`src/rtl/loader_pkg.sv`:
```
// Shared types and default constants for the HPS ROM download path.
package loader_pkg;

  typedef enum logic [2:0] {
    ST_IDLE,
    ST_LOAD,
    ST_DRAIN,
    ST_HOLD,
    ST_DONE
  } state_t;

  localparam int unsigned DEF_ADDR_LIMIT  = 262144;
  localparam int unsigned DEF_HOLD_CYCLES = 16;
  localparam int unsigned DEF_FIFO_DEPTH  = 4;
  localparam int unsigned ENTRY_W         = 26;

  typedef struct packed {
    logic [17:0] addr;
    logic [7:0]  data;
  } entry_t;

endpackage

```
`src/rtl/loader_fifo.sv`:
```
// Small synchronous FIFO; a push into a full FIFO is taken only when a pop
// frees a slot in the same cycle.
module loader_fifo #(
  parameter int unsigned DEPTH = 4,
  parameter int unsigned WIDTH = 26
) (
  input  logic             clock_12,
  input  logic             reset_n,
  input  logic             push,
  input  logic [WIDTH-1:0] din,
  input  logic             pop,
  output logic [WIDTH-1:0] head,
  output logic             full,
  output logic             empty
);

  localparam int unsigned AW = (DEPTH > 1) ? $clog2(DEPTH) : 1;

  logic [WIDTH-1:0] mem [DEPTH];
  logic [AW-1:0]    rd_ptr;
  logic [AW-1:0]    wr_ptr;
  logic [AW:0]      count;
  logic             do_push;
  logic             do_pop;

  assign full    = (count == (AW+1)'(DEPTH));
  assign empty   = (count == '0);
  assign do_pop  = pop && !empty;
  assign do_push = push && (!full || do_pop);
  assign head    = mem[rd_ptr];

  always_ff @(posedge clock_12) begin
    if (do_push) mem[wr_ptr] <= din;
  end

  // DEPTH is a power of two, so the pointers wrap on their own.
  always_ff @(posedge clock_12 or negedge reset_n) begin
    if (!reset_n) begin
      rd_ptr <= '0;
      wr_ptr <= '0;
      count  <= '0;
    end else begin
      if (do_push) wr_ptr <= wr_ptr + AW'(1);
      if (do_pop)  rd_ptr <= rd_ptr + AW'(1);
      if (do_push && !do_pop)      count <= count + (AW+1)'(1);
      else if (do_pop && !do_push) count <= count - (AW+1)'(1);
    end
  end

endmodule

```
`src/rtl/rom_loader.sv`:
```
// Buffers HPS ioctl ROM bytes into the core's ROM write port and holds the
// core in reset until the download has drained plus a settling period.
module rom_loader
  import loader_pkg::*;
#(
  parameter int unsigned LOAD_INDEX  = 0,
  parameter int unsigned ADDR_LIMIT  = DEF_ADDR_LIMIT,
  parameter int unsigned HOLD_CYCLES = DEF_HOLD_CYCLES,
  parameter int unsigned FIFO_DEPTH  = DEF_FIFO_DEPTH
) (
  input  logic        clock_12,
  input  logic        reset_n,
  input  logic        ioctl_download,
  input  logic        ioctl_wr,
  input  logic [15:0] ioctl_index,
  input  logic [24:0] ioctl_addr,
  input  logic [7:0]  ioctl_dout,
  output logic [17:0] dn_addr,
  output logic [7:0]  dn_data,
  output logic        dn_wr,
  input  logic        dn_ready,
  output logic        core_reset,
  output logic        rom_loaded,
  output logic        load_err,
  output logic [18:0] byte_count
);

  state_t      state;
  logic [15:0] hold_cnt;
  entry_t      in_entry;
  entry_t      head_entry;
  logic        fifo_full;
  logic        fifo_empty;
  logic        fifo_push;
  logic        index_match;
  logic        start;
  logic        strobe;
  logic        in_range;
  logic        pop;
  logic        bypass;
  logic        accept;
  logic        drop;

  assign index_match = (ioctl_index == 16'(LOAD_INDEX));
  assign start       = ioctl_download && index_match;
  assign strobe      = (state == ST_LOAD) && ioctl_download && ioctl_wr && index_match;
  assign in_range    = ({7'd0, ioctl_addr} < ADDR_LIMIT);
  assign in_entry    = '{addr: ioctl_addr[17:0], data: ioctl_dout};

  // An in-range byte arriving at an empty FIFO with the core ready skips the
  // FIFO entirely, giving the one-cycle strobe-to-write latency.
  assign pop       = dn_ready && !fifo_empty;
  assign bypass    = dn_ready && fifo_empty && strobe && in_range;
  assign accept    = strobe && in_range && (!fifo_full || pop);
  assign drop      = strobe && (!in_range || (fifo_full && !pop));
  assign fifo_push = accept && !bypass;

  loader_fifo #(
    .DEPTH (FIFO_DEPTH),
    .WIDTH (ENTRY_W)
  ) u_fifo (
    .clock_12 (clock_12),
    .reset_n  (reset_n),
    .push     (fifo_push),
    .din      (in_entry),
    .pop      (pop),
    .head     (head_entry),
    .full     (fifo_full),
    .empty    (fifo_empty)
  );

  always_ff @(posedge clock_12 or negedge reset_n) begin
    if (!reset_n) begin
      state      <= ST_IDLE;
      hold_cnt   <= '0;
      dn_wr      <= 1'b0;
      dn_addr    <= '0;
      dn_data    <= '0;
      core_reset <= 1'b1;
      rom_loaded <= 1'b0;
      load_err   <= 1'b0;
      byte_count <= '0;
    end else begin
      dn_wr <= pop || bypass;
      if (pop) begin
        dn_addr <= head_entry.addr;
        dn_data <= head_entry.data;
      end else if (bypass) begin
        dn_addr <= in_entry.addr;
        dn_data <= in_entry.data;
      end

      // Any matching download restarts loading; buffered bytes keep draining.
      if (state != ST_LOAD && start) begin
        state      <= ST_LOAD;
        hold_cnt   <= '0;
        byte_count <= '0;
        load_err   <= 1'b0;
        core_reset <= 1'b1;
        rom_loaded <= 1'b0;
      end else begin
        case (state)
          ST_IDLE: state <= ST_IDLE;
          ST_LOAD: begin
            if (accept && byte_count != '1) byte_count <= byte_count + 19'd1;
            if (drop) load_err <= 1'b1;
            if (!ioctl_download) state <= ST_DRAIN;
          end
          ST_DRAIN: begin
            if (fifo_empty && !dn_wr) begin
              state    <= ST_HOLD;
              hold_cnt <= 16'(HOLD_CYCLES);
            end
          end
          ST_HOLD: begin
            if (hold_cnt <= 16'd1) begin
              state      <= ST_DONE;
              hold_cnt   <= '0;
              core_reset <= 1'b0;
              rom_loaded <= 1'b1;
            end else begin
              hold_cnt <= hold_cnt - 16'd1;
            end
          end
          ST_DONE: state <= ST_DONE;
          default: state <= ST_IDLE;
        endcase
      end
    end
  end

endmodule

```
`config.mk`:
```
export PLATFORM = sky130hd
export DESIGN_NAME = rom_loader
export DESIGN_NICKNAME = d
export VERILOG_FILES = /design/src/rtl/loader_pkg.sv /design/src/rtl/loader_fifo.sv /design/src/rtl/rom_loader.sv
export SDC_FILE = /design/constraint.sdc
export NUM_CORES = 1
export LEC_CHECK = 0
export ABC_AREA = 0
export CAP_MARGIN = 20
export CELL_PAD_IN_SITES_DETAIL_PLACEMENT = 2
export CELL_PAD_IN_SITES_GLOBAL_PLACEMENT = 2
export CORE_MARGIN = 2
export CORE_UTILIZATION = 42
export DETAILED_ROUTE_END_ITERATION = 7
export HOLD_SLACK_MARGIN = 0.02
export PLACE_DENSITY = 0.9
export SLEW_MARGIN = 10
export SYNTH_ARGS = -nofsm -noshare
export SYNTH_HDL_FRONTEND = slang
export SYNTH_SLANG_ARGS = --single-unit
```
`constraint.sdc`:
```
create_clock -name clock_12 -period 4.71 [get_ports clock_12]
set_input_delay 1.1775 -clock clock_12 [delete_from_list [all_inputs] [get_ports clock_12]]
set_output_delay 1.1775 -clock clock_12 [all_outputs]
set_load 0.01 [all_outputs]
```
==> results.cfg, run 1 <==
[critical_path]
cp.depth = 11
crit_type = in -> reg
cp_max_fo = 3
worstPathArrival_ps = 4270
reg2reg_to = u_fifo.count[2]$_DFFE_PN0P_
end_kind = flip-flop
critPathCapture = u_fifo.count[2]$_DFFE_PN0P_
crit_chain = clkdlybuf4s50_1 -> nor4_1 -> nand3_1 -> or4_1 -> a21oi_2 -> ha_1 -> inv_1 -> fa_1 -> xor2_1 -> nor2_1 -> xor2_1
startpoint = ioctl_index[11]
critPathBufInv = 2
crit_path_frequent_cell = xor2_1
rrSetupSlack_ps = 1530
cp-start-kind = input pin
cp_top_family = simple AND/OR/NAND/NOR gates
cpMaxStageDelayCell = or4_1
required_ps = 5070
r2r.worst_path.cells = 10
regToRegStartpoint = state[1]$_DFFE_PN0P_
cp_slowest_stage_delay_ps = 610

[clock_tree]
tritoncts = done
clk_path_buf_depth = 2
clk-insertion-delay-late_ps = 440
cts_root_buf = clkbuf_16
ctsHoldBuffers = 0
cts.repair.resized = 0
htree_levels = 4
numCtsBuffers = 17
numClockSinks = 179
clkSlewWorstSetupHoldPaths_ps = 70
post_cts_buffers = 0

[synthesis]
synth_seq_cells = 179
synth_edf_count = 104
synth_cell_types = 56
synth_fp_nets = 600
async_flop_share_pct = 41.9
postSynthCellCount = 537
yosysWarningCount = 0
synth_area_um2 = 7850
yosysSeqAreaShare_pct = 63.7
synth.avg_cell_area_um2 = 14.6
yosys_most_used_dff = edfxtp_1

[global_routing]
track_usage_pct = 25.8
grt_max_degree = 76
antenna_found_initial = 0
globalRouteOverflowTotal = 0
grt_pass1_vias = 6117
grt_first_pass_wirelength_um = 38000

[status]
status = finished clean

[placement]
port_buffers = 102
dp.cells = 857
post-place-ws_ps = 447
gp_congestion = 0.804
dp_hpwl_um = 16100
dpl_cell_area_um2 = 9180

[sta]
relSlewSlack_pct = 38.3
fin_ws_ps = 797
worst_slew_pin_slew_ps = 926
post-route-period-util_pct = 83.1
fin_skew_ps = 12.5
fmax_mhz = 256
finalHoldViolCount = 0
tns_ps = 0
slew_viol_final = 0
fin_hold_ws_ps = 464
period_minus_slack_ps = 3910
rsz0062_at_grt = false
setup_violations = 0

[power_and_ir_drop]
peakVddDrop_uv = 271
power.density_nw_per_um2 = 366
power_mw = 3.60
p_leak_nw = 3.58

[flow_run]
max_cap_violations = 0

[cells_and_area]
instances_no_fill = 890
num_antenna_cells = 0
area_growth_pct = 25.0
fillers = 1658
finalInstanceArea_um2 = 9810
layout.nets = 711
final_util_pct = 54.1
drive_gt1_share_pct = 20.6
multi_input_area_um2 = 2710
register_area_um2 = 5000

[floorplan]
initial_utilization_pct = 43.3
rows = 49
die_y_um = 141
die_w_um = 141
top_level_ports = 103
core_um2 = 18100
dieArea_um2 = 19800

[detailed_routing]
drc = 0
wirelength_um = 24600
antenna_left = 0
avgRoutedWirePerCell_um = 27.6
drt_first_pass_iters = 5
drt_iter0_markers = 314
dr_total_vias = 5372
vias_per_cell = 6.04

[min_path]
min_from = core_reset$_DFFE_PN1P_
whs_path_depth = 2
hold_class = reg -> reg
-- layout by cell type (no fill, tap or decap), types with 14 or more instances in the layout --
cell	synthesis	layout
a21oi_1	29	29
buf_4	0	14
clkbuf_16	0	17
clkdlybuf4s50_1	0	101
dfrtp_1	74	73
edfxtp_1	104	104
mux2_2	53	53
mux4_2	26	26
nand2_1	33	33
nand3_1	16	16
nor2_1	16	16
o31ai_1	15	15
or4_1	19	19
-- layout make-up --
| class | instances | share of cell area [%] |
|---|---|---|
| Timing Repair Buffer | 117 | 11.8 |
| Multi-Input combinational cell | 320 | 27.6 |
| Tap cell | 229 | 2.92 |
| Sequential cell | 179 | 51.0 |
| Inverter | 13 | 0.497 |
| Clock inverter | 14 | 1.84 |
| Clock buffer | 18 | 4.37 |
-- worst min-delay path, stage by stage (launching register included) --
cell and delay, ps:
dfstp_2 370, nand2_1 50, nand2_1 50
-- routing by layer --
layer	vias up	share of wire, %	track usage, %	routed length [um]
met4	0	2.3	8.11	567
met5	-	0	0	0
met3	45	3.6	4.31	886
met1	2854	40	31.1	9920
met2	159	54	47.2	13200
li1	2314	-	-	-
-- power breakdown --
group / switching (mW) / internal, mW / leakage, nW
clock network: 0.676 / 0.812 / 0.302
logic: 0.131 / 0.209 / 1.36
registers: 0.0397 / 1.73 / 1.93
total: 0.847 / 2.75 / 3.58
-- Yosys cell counts (13+ instances only) --
library cell  count  area share (%)
nor2_1           16            0.77
nand2_1          33             1.6
inv_1            13            0.62
mux4_2           26             7.5
nand3_1          16             1.0
edfxtp_1        104              40
dfrtp_1          74              24
mux2_2           53             7.6
o31ai_1          15             1.4
clkbuf_1         15            0.72
or4_1            19             1.8
a21oi_1          29             1.8
-- how the worst min path moves through the flow --
stage,to,slack (ps)
6_report,core_reset$_DFFE_PN1P_,460
5_1_grt,core_reset$_DFFE_PN1P_,480
4_1_cts,core_reset$_DFFE_PN1P_,470
3_5_place_dp,core_reset$_DFFE_PN1P_,460
3_3_place_gp,core_reset$_DFFE_PN1P_,450
2_1_floorplan,hold_cnt[11]$_DFFE_PN0P_,440
-- registers in the layout, summed over array words and instances, names as in the netlist --
signal / flops
u_fifo.wr_ptr: 2
byte_count: 19
dn_data: 8
dn_addr: 18
rom_loaded: 1
state: 3
u_fifo.rd_ptr: 2
load_err: 1
dn_wr: 1
u_fifo.mem: 104
hold_cnt: 16
core_reset: 1
u_fifo.count: 3
-- logic make-up (layout without fill, tap and decap cells) --
kind of cell / Yosys count / in the layout / synth area share, %
DFF: 179 / 179 / 63.7
AOI/OAI and AO/OA: 82 / 82 / 6.55
and+or+nand+nor: 141 / 141 / 10.2
adders and majority gates: 9 / 9 / 1.53
muxes: 81 / 81 / 15.3
buffers and inverters: 38 / 162 / 1.94
xor gates and xnor gates: 7 / 7 / 0.781
No activity file was read; power rests on OpenSTA's default activity.
==> run 2: changes to the inputs <==
--- a/config.mk
+++ b/config.mk
@@ -10,10 +10,10 @@
 export CELL_PAD_IN_SITES_DETAIL_PLACEMENT = 2
 export CELL_PAD_IN_SITES_GLOBAL_PLACEMENT = 2
 export CORE_MARGIN = 2
-export CORE_UTILIZATION = 42
+export CORE_UTILIZATION = 35
 export DETAILED_ROUTE_END_ITERATION = 7
 export HOLD_SLACK_MARGIN = 0.02
-export PLACE_DENSITY = 0.9
+export PLACE_DENSITY = 0.8
 export SLEW_MARGIN = 10
 export SYNTH_ARGS = -nofsm -noshare
 export SYNTH_HDL_FRONTEND = slang
==> constraint.sdc (replaced) <==
create_clock -name clock_12 -period 3.6 [get_ports clock_12]
set_input_delay 0.9 -clock clock_12 [delete_from_list [all_inputs] [get_ports clock_12]]
set_output_delay 0.9 -clock clock_12 [all_outputs]
set_load 0.01 [all_outputs]
==> results.cfg, run 2 (synthesis results as in run 1) <==
[critical_path]
worstPathArrival_ps = 3680
r2r.worst_path.cells = 10
cp-start-kind = input pin
cp_max_fo = 2
end_kind = flip-flop
crit_type = in -> reg
required_ps = 3960

[clock_tree]
cts_root_buf = clkbuf_16
clk_path_buf_depth = 2
numCtsBuffers = 17
cts.repair.resized = 0
numClockSinks = 179
tritoncts = done
ctsHoldBuffers = 0
post_cts_buffers = 0
clk-insertion-delay-late_ps = 440
htree_levels = 4
clkSlewWorstSetupHoldPaths_ps = 80

[power_and_ir_drop]
peakVddDrop_uv = 296
p_leak_nw = 3.69
power.density_nw_per_um2 = 457

[floorplan]
die_w_um = 154
dieArea_um2 = 23600
initial_utilization_pct = 35.9
core_um2 = 21900
top_level_ports = 103
rows = 54
die_y_um = 154

[sta]
finalHoldViolCount = 0
post-route-period-util_pct = 92.1
rsz0062_at_grt = false
setup_violations = 0
fmax_mhz = 302
fin_skew_ps = 11.2
period_minus_slack_ps = 3310
slew_viol_final = 0
fin_ws_ps = 286
worst_slew_pin_slew_ps = 849
relSlewSlack_pct = 43.4

[detailed_routing]
drc = 0
wirelength_um = 22900
avgRoutedWirePerCell_um = 23.8
dr_total_vias = 5316
antenna_left = 0
drt_iter0_markers = 291
vias_per_cell = 5.53
drt_first_pass_iters = 4

[status]
status = finished clean

[placement]
port_buffers = 102
gp_congestion = 0.778
dpl_cell_area_um2 = 9480
dp_hpwl_um = 15100
post-place-ws_ps = -238

[cells_and_area]
reg_top3 = u_fifo.mem x104, byte_count x19, dn_addr x18
largest_reg_flops = 104
top_register = u_fifo.mem
area_growth_pct = 28.2
drive_gt1_share_pct = 23.2
layout_common_cells = edfxtp_1, clkdlybuf4s50_1, dfrtp_1
layout_commonest_cell = edfxtp_1
final_util_pct = 46.0
finalInstanceArea_um2 = 10100
layout.nets = 731

[global_routing]
grt_first_pass_wirelength_um = 36400
antenna_found_initial = 1
track_usage_pct = 20.0
grt_pass1_vias = 6162
grt_max_degree = 57
globalRouteOverflowTotal = 0

[flow_run]
max_cap_violations = 0

[min_path]
hold_class = reg -> reg
whs_path_depth = 1
## run 2: changes by cell type in the layout (fill, tap and decap cells not counted), sizes merged
cell and change:
bufinv -2, diode +1, clkinv +4, inv -3
buf +20, clkinvlp +1
## run 2: final cells by class
| cell class | instances | area, um^2 |
|---|---|---|
| Fill cell | 2121 | 11800 |
| Sequential cell | 179 | 5000 |
| Multi-Input combinational cell | 320 | 2720 |
| Timing Repair Buffer | 137 | 1360 |
| Clock buffer | 18 | 439 |
| Tap cell | 280 | 350 |
| Clock inverter | 14 | 143 |
| Inverter | 13 | 48.8 |
| Antenna cell | 1 | 2.50 |
## run 2: worst paths after layout
check / to / start / slack (ps)
max in group asynchronous: dn_addr[15]$_DFFE_PN0P_ / reset_n / 2350
worst min register to register: dn_addr[17]$_DFFE_PN0P_ / dn_addr[17]$_DFFE_PN0P_ / 510
min in group asynchronous: dn_addr[1]$_DFFE_PN0P_ / reset_n / 530
worst max register to register: u_fifo.count[2]$_DFFE_PN0P_ / state[1]$_DFFE_PN0P_ / 760
worst max-delay path: u_fifo.count[2]$_DFFE_PN0P_ / ioctl_index[6] / 290
worst min-delay path: dn_addr[17]$_DFFE_PN0P_ / dn_addr[17]$_DFFE_PN0P_ / 510
## run 2: critical path, stage by stage
cell	delay (ps)
clkdlybuf4s50_1	400
or4_4	540
nand2b_4	150
or4_4	500
a21oi_2	150
ha_1	190
inv_1	60
fa_1	370
xor2_1	150
nor2_1	110
xor2_1	150
## run 2: power breakdown
group / switching (mW) / total [mW] / internal (mW)
registers: 0.0541 / 2.31 / 2.26
logic: 0.170 / 0.446 / 0.277
clock network: 0.898 / 1.84 / 0.941
## run 2: per-stage QoR
step	power, mW	setup TNS (ps)	cells	hold WS (ps)
finish	4.60	0	962	509
global route	4.75	0	962	529
CTS	4.64	0	961	502
detailed placement	2.81	-3240	929	471
global placement	2.78	-276	929	449
floorplan	2.48	0	537	444
## run 2: layer usage
| layer | track usage (%) | wire, um | up-vias |
|---|---|---|---|
| met5 | 0 | 0 | - |
| met4 | 4.41 | 205 | 0 |
| met3 | 3.47 | 549 | 15 |
| met2 | 37.6 | 12900 | 87 |
| met1 | 23.9 | 9220 | 2856 |
| li1 | - | - | 2358 |
